$ cat config.mk
export PLATFORM = sky130hd
export DESIGN_NAME = dmem_arbiter_flat
export DESIGN_NICKNAME = d
export VERILOG_FILES = /design/src/rtl/dmem_arbiter_if.sv /design/src/rtl/dmem_arbiter.sv /design/src/flat_wrapper.sv
export SDC_FILE = /design/constraint.sdc
export NUM_CORES = 1
export LEC_CHECK = 0
export ABC_AREA = 1
export CORE_MARGIN = 4
export CORE_UTILIZATION = 37
export CTS_CLUSTER_DIAMETER = 80
export DETAILED_ROUTE_END_ITERATION = 10
export PLACE_DENSITY = 0.81
export SETUP_SLACK_MARGIN = 0.1
export SKIP_CTS_REPAIR_TIMING = 1
export SLEW_MARGIN = 20
export SYNTH_ARGS = -nofsm -noshare
export SYNTH_HDL_FRONTEND = slang
export SYNTH_SLANG_ARGS = --single-unit
$ cat constraint.sdc
create_clock -name clk -period 2.97 [get_ports clk]
set_input_delay 0.594 -clock clk [delete_from_list [all_inputs] [get_ports clk]]
set_output_delay 0.594 -clock clk [all_outputs]
set_load 0.005 [all_outputs]
$ cat src/rtl/dmem_arbiter_if.sv
// Bundle between the two requesters, the arbiter and the shared data memory.
interface dmem_arbiter_if #(
    parameter int unsigned DATA_W = 32,
    parameter int unsigned ADDR_W = 32
);
    // requester side
    logic              req0;
    logic              req1;
    logic              we0;
    logic              we1;
    logic [ADDR_W-1:0] addr0;
    logic [ADDR_W-1:0] addr1;
    logic [DATA_W-1:0] wd0;
    logic [DATA_W-1:0] wd1;
    logic              gnt0;
    logic              gnt1;
    logic              done0;
    logic              done1;
    logic              err0;
    logic              err1;
    logic [DATA_W-1:0] rdata0;
    logic [DATA_W-1:0] rdata1;
    // memory side
    logic              mem_WE;
    logic [ADDR_W-1:0] mem_Address;
    logic [DATA_W-1:0] mem_WD;
    logic [DATA_W-1:0] mem_RD;

    modport slave (
        input  req0, req1, we0, we1, addr0, addr1, wd0, wd1,
        output gnt0, gnt1, done0, done1, err0, err1, rdata0, rdata1,
        output mem_WE, mem_Address, mem_WD,
        input  mem_RD
    );

    modport master (
        output req0, req1, we0, we1, addr0, addr1, wd0, wd1,
        input  gnt0, gnt1, done0, done1, err0, err1, rdata0, rdata1,
        input  mem_WE, mem_Address, mem_WD,
        output mem_RD
    );
endinterface

$ cat src/rtl/dmem_arbiter.sv
// Two-port round-robin arbiter with bounded hold window in front of single-port data_mem.
module dmem_arbiter #(
    parameter int unsigned DATA_W     = 32,
    parameter int unsigned ADDR_W     = 32,
    parameter int unsigned DEPTH      = 100,
    parameter int unsigned MAX_HOLD   = 4,
    parameter int unsigned FIXED_PRIO = 0
) (
    input  logic          clk,
    input  logic          reset,
    dmem_arbiter_if.slave bus
);
    localparam int unsigned HOLD_W = (MAX_HOLD > 1) ? $clog2(MAX_HOLD) : 1;
    localparam logic [HOLD_W-1:0] HOLD_LAST = HOLD_W'(MAX_HOLD - 1);
    localparam logic [ADDR_W-1:0] DEPTH_A   = ADDR_W'(DEPTH);

    typedef enum logic [1:0] {IDLE, OWN0, OWN1} state_t;

    state_t              state_q, state_d;
    logic                last_q, last_d;     // 1: port 1 owned most recently
    logic [HOLD_W-1:0]   hold_q, hold_d;
    logic                done0_q, done1_q, err0_q, err1_q;
    logic [DATA_W-1:0]   rdata0_q, rdata1_q;

    logic                xfer0, xfer1, in_range;
    logic                sel_we;
    logic [ADDR_W-1:0]   sel_addr;
    logic [DATA_W-1:0]   sel_wd;

    assign xfer0 = (state_q == OWN0) && bus.req0;
    assign xfer1 = (state_q == OWN1) && bus.req1;

    // Route the transferring port to memory; everything idles at zero otherwise
    always_comb begin
        sel_we   = 1'b0;
        sel_addr = '0;
        sel_wd   = '0;
        if (xfer0) begin
            sel_we   = bus.we0;
            sel_addr = bus.addr0;
            sel_wd   = bus.wd0;
        end else if (xfer1) begin
            sel_we   = bus.we1;
            sel_addr = bus.addr1;
            sel_wd   = bus.wd1;
        end
    end

    assign in_range        = sel_addr < DEPTH_A;
    assign bus.mem_WE      = sel_we & in_range;
    assign bus.mem_Address = sel_addr;
    assign bus.mem_WD      = sel_wd;

    // Ownership next-state: tie-break from IDLE, release on drop, forced handoff on full hold window
    always_comb begin
        state_d = state_q;
        last_d  = last_q;
        hold_d  = hold_q;
        unique case (state_q)
            IDLE: begin
                hold_d = '0;
                if (bus.req0 && bus.req1) begin
                    state_d = ((FIXED_PRIO != 0) || last_q) ? OWN0 : OWN1;
                end else if (bus.req0) begin
                    state_d = OWN0;
                end else if (bus.req1) begin
                    state_d = OWN1;
                end
            end
            OWN0: begin
                if (!bus.req0) begin
                    state_d = bus.req1 ? OWN1 : IDLE;
                    last_d  = 1'b0;
                    hold_d  = '0;
                end else if (hold_q == HOLD_LAST) begin
                    if (bus.req1) begin
                        state_d = OWN1;
                        last_d  = 1'b0;
                        hold_d  = '0;
                    end
                end else begin
                    hold_d = hold_q + HOLD_W'(1);
                end
            end
            OWN1: begin
                if (!bus.req1) begin
                    state_d = bus.req0 ? OWN0 : IDLE;
                    last_d  = 1'b1;
                    hold_d  = '0;
                end else if (hold_q == HOLD_LAST) begin
                    if (bus.req0) begin
                        state_d = OWN0;
                        last_d  = 1'b1;
                        hold_d  = '0;
                    end
                end else begin
                    hold_d = hold_q + HOLD_W'(1);
                end
            end
            default: begin
                state_d = IDLE;
                hold_d  = '0;
            end
        endcase
    end

    // State, hold counter and per-transfer completion registers
    always_ff @(posedge clk or negedge reset) begin
        if (!reset) begin
            state_q  <= IDLE;
            last_q   <= 1'b1;
            hold_q   <= '0;
            done0_q  <= 1'b0;
            done1_q  <= 1'b0;
            err0_q   <= 1'b0;
            err1_q   <= 1'b0;
            rdata0_q <= '0;
            rdata1_q <= '0;
        end else begin
            state_q <= state_d;
            last_q  <= last_d;
            hold_q  <= hold_d;
            done0_q <= xfer0;
            done1_q <= xfer1;
            err0_q  <= xfer0 && !in_range;
            err1_q  <= xfer1 && !in_range;
            if (xfer0) begin
                if (!in_range) begin
                    rdata0_q <= '0;
                end else if (!bus.we0) begin
                    rdata0_q <= bus.mem_RD;
                end
            end
            if (xfer1) begin
                if (!in_range) begin
                    rdata1_q <= '0;
                end else if (!bus.we1) begin
                    rdata1_q <= bus.mem_RD;
                end
            end
        end
    end

    assign bus.gnt0   = (state_q == OWN0);
    assign bus.gnt1   = (state_q == OWN1);
    assign bus.done0  = done0_q;
    assign bus.done1  = done1_q;
    assign bus.err0   = err0_q;
    assign bus.err1   = err1_q;
    assign bus.rdata0 = rdata0_q;
    assign bus.rdata1 = rdata1_q;
endmodule

$ cat src/flat_wrapper.sv
// flat-port wrapper written by rule: the top's interface ports become plain ports
module dmem_arbiter_flat 
#(
    parameter int unsigned DATA_W     = 32,
    parameter int unsigned ADDR_W     = 32,
    parameter int unsigned DEPTH      = 100,
    parameter int unsigned MAX_HOLD   = 4,
    parameter int unsigned FIXED_PRIO = 0
)
  (clk, reset, bus_req0, bus_req1, bus_we0, bus_we1, bus_addr0, bus_addr1, bus_wd0, bus_wd1, bus_gnt0, bus_gnt1, bus_done0, bus_done1, bus_err0, bus_err1, bus_rdata0, bus_rdata1, bus_mem_WE, bus_mem_Address, bus_mem_WD, bus_mem_RD);
  dmem_arbiter_if #(.DATA_W(DATA_W), .ADDR_W(ADDR_W)) bus_i ();
  input  logic clk;
  input  logic reset;
  input wire logic [$bits(bus_i.req0)-1:0] bus_req0;
  input wire logic [$bits(bus_i.req1)-1:0] bus_req1;
  input wire logic [$bits(bus_i.we0)-1:0] bus_we0;
  input wire logic [$bits(bus_i.we1)-1:0] bus_we1;
  input wire logic [$bits(bus_i.addr0)-1:0] bus_addr0;
  input wire logic [$bits(bus_i.addr1)-1:0] bus_addr1;
  input wire logic [$bits(bus_i.wd0)-1:0] bus_wd0;
  input wire logic [$bits(bus_i.wd1)-1:0] bus_wd1;
  output wire logic [$bits(bus_i.gnt0)-1:0] bus_gnt0;
  output wire logic [$bits(bus_i.gnt1)-1:0] bus_gnt1;
  output wire logic [$bits(bus_i.done0)-1:0] bus_done0;
  output wire logic [$bits(bus_i.done1)-1:0] bus_done1;
  output wire logic [$bits(bus_i.err0)-1:0] bus_err0;
  output wire logic [$bits(bus_i.err1)-1:0] bus_err1;
  output wire logic [$bits(bus_i.rdata0)-1:0] bus_rdata0;
  output wire logic [$bits(bus_i.rdata1)-1:0] bus_rdata1;
  output wire logic [$bits(bus_i.mem_WE)-1:0] bus_mem_WE;
  output wire logic [$bits(bus_i.mem_Address)-1:0] bus_mem_Address;
  output wire logic [$bits(bus_i.mem_WD)-1:0] bus_mem_WD;
  input wire logic [$bits(bus_i.mem_RD)-1:0] bus_mem_RD;
  assign bus_i.req0 = bus_req0;
  assign bus_i.req1 = bus_req1;
  assign bus_i.we0 = bus_we0;
  assign bus_i.we1 = bus_we1;
  assign bus_i.addr0 = bus_addr0;
  assign bus_i.addr1 = bus_addr1;
  assign bus_i.wd0 = bus_wd0;
  assign bus_i.wd1 = bus_wd1;
  assign bus_gnt0 = bus_i.gnt0;
  assign bus_gnt1 = bus_i.gnt1;
  assign bus_done0 = bus_i.done0;
  assign bus_done1 = bus_i.done1;
  assign bus_err0 = bus_i.err0;
  assign bus_err1 = bus_i.err1;
  assign bus_rdata0 = bus_i.rdata0;
  assign bus_rdata1 = bus_i.rdata1;
  assign bus_mem_WE = bus_i.mem_WE;
  assign bus_mem_Address = bus_i.mem_Address;
  assign bus_mem_WD = bus_i.mem_WD;
  assign bus_i.mem_RD = bus_mem_RD;
  dmem_arbiter #(.DATA_W(DATA_W), .ADDR_W(ADDR_W), .DEPTH(DEPTH), .MAX_HOLD(MAX_HOLD), .FIXED_PRIO(FIXED_PRIO)) u_core (.clk(clk), .reset(reset), .bus(bus_i));
endmodule
==> metrics.txt <==
vias 5717; post-synthesis mux area share 0%; Leak Pwr 4.57 nW; cts bufs inserted 9; worst setup path category flop to primary output; top_reg_cell synth dfrtp_1; global-route wire length before repair 27900 um; clk buf depth 2; Adder-Cell Fraction of Synth Area 1.32%; Max FO, Critical Path 10; Final min period 2.83 ns; Synth Area in Compound Gates 2.58%; chip width 121 um; Setup violations, final 0; Final Skew 0.00486 ns; run status complete, no violations; Clk pin slew, worst setup/hold paths 0.06 ns; Synth top area share 37.9%; Post-synth top cells 289 x nand2_1, 114 x nand3_1, 91 x inv_1; Critical Path End Type primary output; CTS tree built; WP data arrival 2.24 ns; Setup Total Neg Slack 0 ns; Distinct cells, synth 28; placed cell area 8150 um^2; Hold Crit Class input port to async pin; FP Rows 41; via-per-instance ratio 4.70; simple-gate share of the synthesized area 44.6%; largest area contributor in the netlist dfrtp_1; total track usage 24.1%; Post-synth EDFFs 0; CP Launch Type flop; number of routed nets with antenna violations 0; CTS Sinks 73; largest net degree at the start of global routing 74; Final nets 1211; Avg Cell Area, Syn 6.67 um^2; Ports 301; dpl hpwl 14400 um; IO Port Bufs 300; initial DRC count 422; endpoints failing hold 0; register area share after synthesis 38.4%; Yosys reg bits 73; initial antenna violation count 0; maximum vdd drop 339 uV; Area Overhead vs Synth 82.2%; CORE AREA 12600 um^2; fill count 1060; number of global-route vias before repair 5448; xor/xnor share of the synthesized area 0%; Initial Util 37.7%; Die Y 121 um; die area 14700 um^2; YS warnings 0; cell count after synthesis 713; layout cells sized above 1 13.9%; GPL Wtd Cong 0.943; clk root buf clkbuf_16; RSZ-0062 raised after global routing yes; post-route design area 8660 um^2; PwrDens 560 nW/um^2; WP data required 2.38 ns; Fmax 353 MHz; Slew headroom 40.6%; count leader, synth nand2_1; largest family of logic cells by synthesized area simple AND/OR/NAND/NOR gates; GRT overflow 0; Worst-Margin Slew 0.892 ns; Final Max Tran Viols 0; synth top area cells dfrtp_1 38%, nand2_1 23%, nand3_1 12%; R2R cell count 15; DR WL/cell 15.4 um; fin crit share 95.3%; ant diodes 0; H-tree depth 3; DR DRC count 0; MaxCap Viol Count 0; synthesized area 4760 um^2; final WL 18800 um; clk_lat worst skew 0.33 ns; asr flop ratio synth 100%; fin util 68.7%; syn_nets 884; TritonRoute pass-1 iters 5
metrics by stage:
step	worst slack [ns]	cells	total power, W	hold slack [ns]
after floorplan	0.337	713	0.00221	0.298
after global placement	-0.384	1195	0.00351	0.476
after detailed placement	-0.433	1195	0.00353	0.486
after CTS	-0.439	1211	0.00468	0.426
after global routing	0.0220	1217	0.00516	0.471
final	0.139	1217	0.00485	0.398
power by group:
| part | switching [W] | leakage, nW | internal, W |
|---|---|---|---|
| Sequential | 0.0000492 | 1.01 | 0.00108 |
| Combinational | 0.00124 | 3.40 | 0.00134 |
| Clock | 0.000414 | 0.152 | 0.000735 |
sequential cells by signal, summed over array words and instances, names as in the netlist:
name,cells
u_core.bus.done0,1
u_core.bus.done1,1
u_core.bus.err0,1
u_core.bus.err1,1
u_core.bus.rdata0,32
u_core.bus.rdata1,32
u_core.hold_q,2
u_core.last_q,1
u_core.state_q,2
routing by layer:
layer / global-route usage [%] / wire length, um / up-vias / share of wire [%]
li1: - / - / 2838 / -
met1: 28.9 / 7300 / 2592 / 39
met2: 41.7 / 9440 / 251 / 50
met3: 6.53 / 1440 / 36 / 7.7
met4: 8.05 / 580 / 0 / 3.1
met5: 0 / 0 / - / 0
cell type report:
type | count | area [um^2] | area share, %
Timing Repair Buffer | 359 | 3560 | 41.1
Multi-Input combinational cell | 503 | 2380 | 27.5
Sequential cell | 73 | 1830 | 21.1
Inverter | 93 | 354 | 4.09
Clock buffer | 9 | 225 | 2.60
Tap cell | 172 | 215 | 2.48
Clock inverter | 7 | 93.8 | 1.08
Timing Repair inverter | 1 | 5.00 | 0.0578
layout by cell type (no fill, tap or decap), types with 3 or more instances in the layout:
cell type / Yosys / routed
a21oi_1: 4 / 3
buf_12: 0 / 5
buf_4: 0 / 46
buf_6: 12 / 6
clkbuf_16: 0 / 10
clkdlybuf4s50_1: 0 / 295
clkinv_2: 0 / 3
dfrtp_1: 72 / 72
dlymetal6s2s_1: 0 / 3
ha_1: 5 / 3
inv_1: 91 / 89
nand2_1: 289 / 285
nand2_2: 1 / 3
nand2_4: 2 / 3
nand3_1: 114 / 114
nand3_2: 9 / 9
nor2_1: 18 / 13
nor2_2: 29 / 34
o21ai_0: 14 / 12
o21ai_1: 2 / 4
or2_2: 8 / 7
worst max-delay path: stages, from the launching register on:
cell     delay [ns]
dfrtp_1        0.42
ha_4           0.21
nand2_8        0.08
buf_6          0.12
buf_4          0.16
nand2_1        0.07
nand2_1        0.07
nand2_1        0.07
nor2_1         0.14
nand2_1        0.12
nor2_4         0.12
nand3_4        0.08
a21oi_2        0.10
buf_2          0.12
kinds of logic (layout without fill, tap and decap cells):
group                      Yosys count  count (layout)
and+or+nand+nor                    475             475
adders and majority gates            5               5
DFF                                 73              73
AOI/OAI and AO/OA                   23              23
buffers and inverters              137             469
final timing paths:
check                                startpoint                    end  slack [ns]
setup / recovery              u_core.state_q[0]             bus_mem_WE        0.14
max in group asynchronous                 reset   u_core.bus.rdata0[7]        2.00
hold / removal                            reset  u_core.bus.rdata0[20]        0.40
hold reg to reg            u_core.bus.rdata0[0]   u_core.bus.rdata0[0]        0.49
min in group clk           u_core.bus.rdata0[0]   u_core.bus.rdata0[0]        0.49
setup reg to reg              u_core.state_q[0]  u_core.bus.rdata0[27]        0.31
No activity file was read; power rests on OpenSTA's default activity.
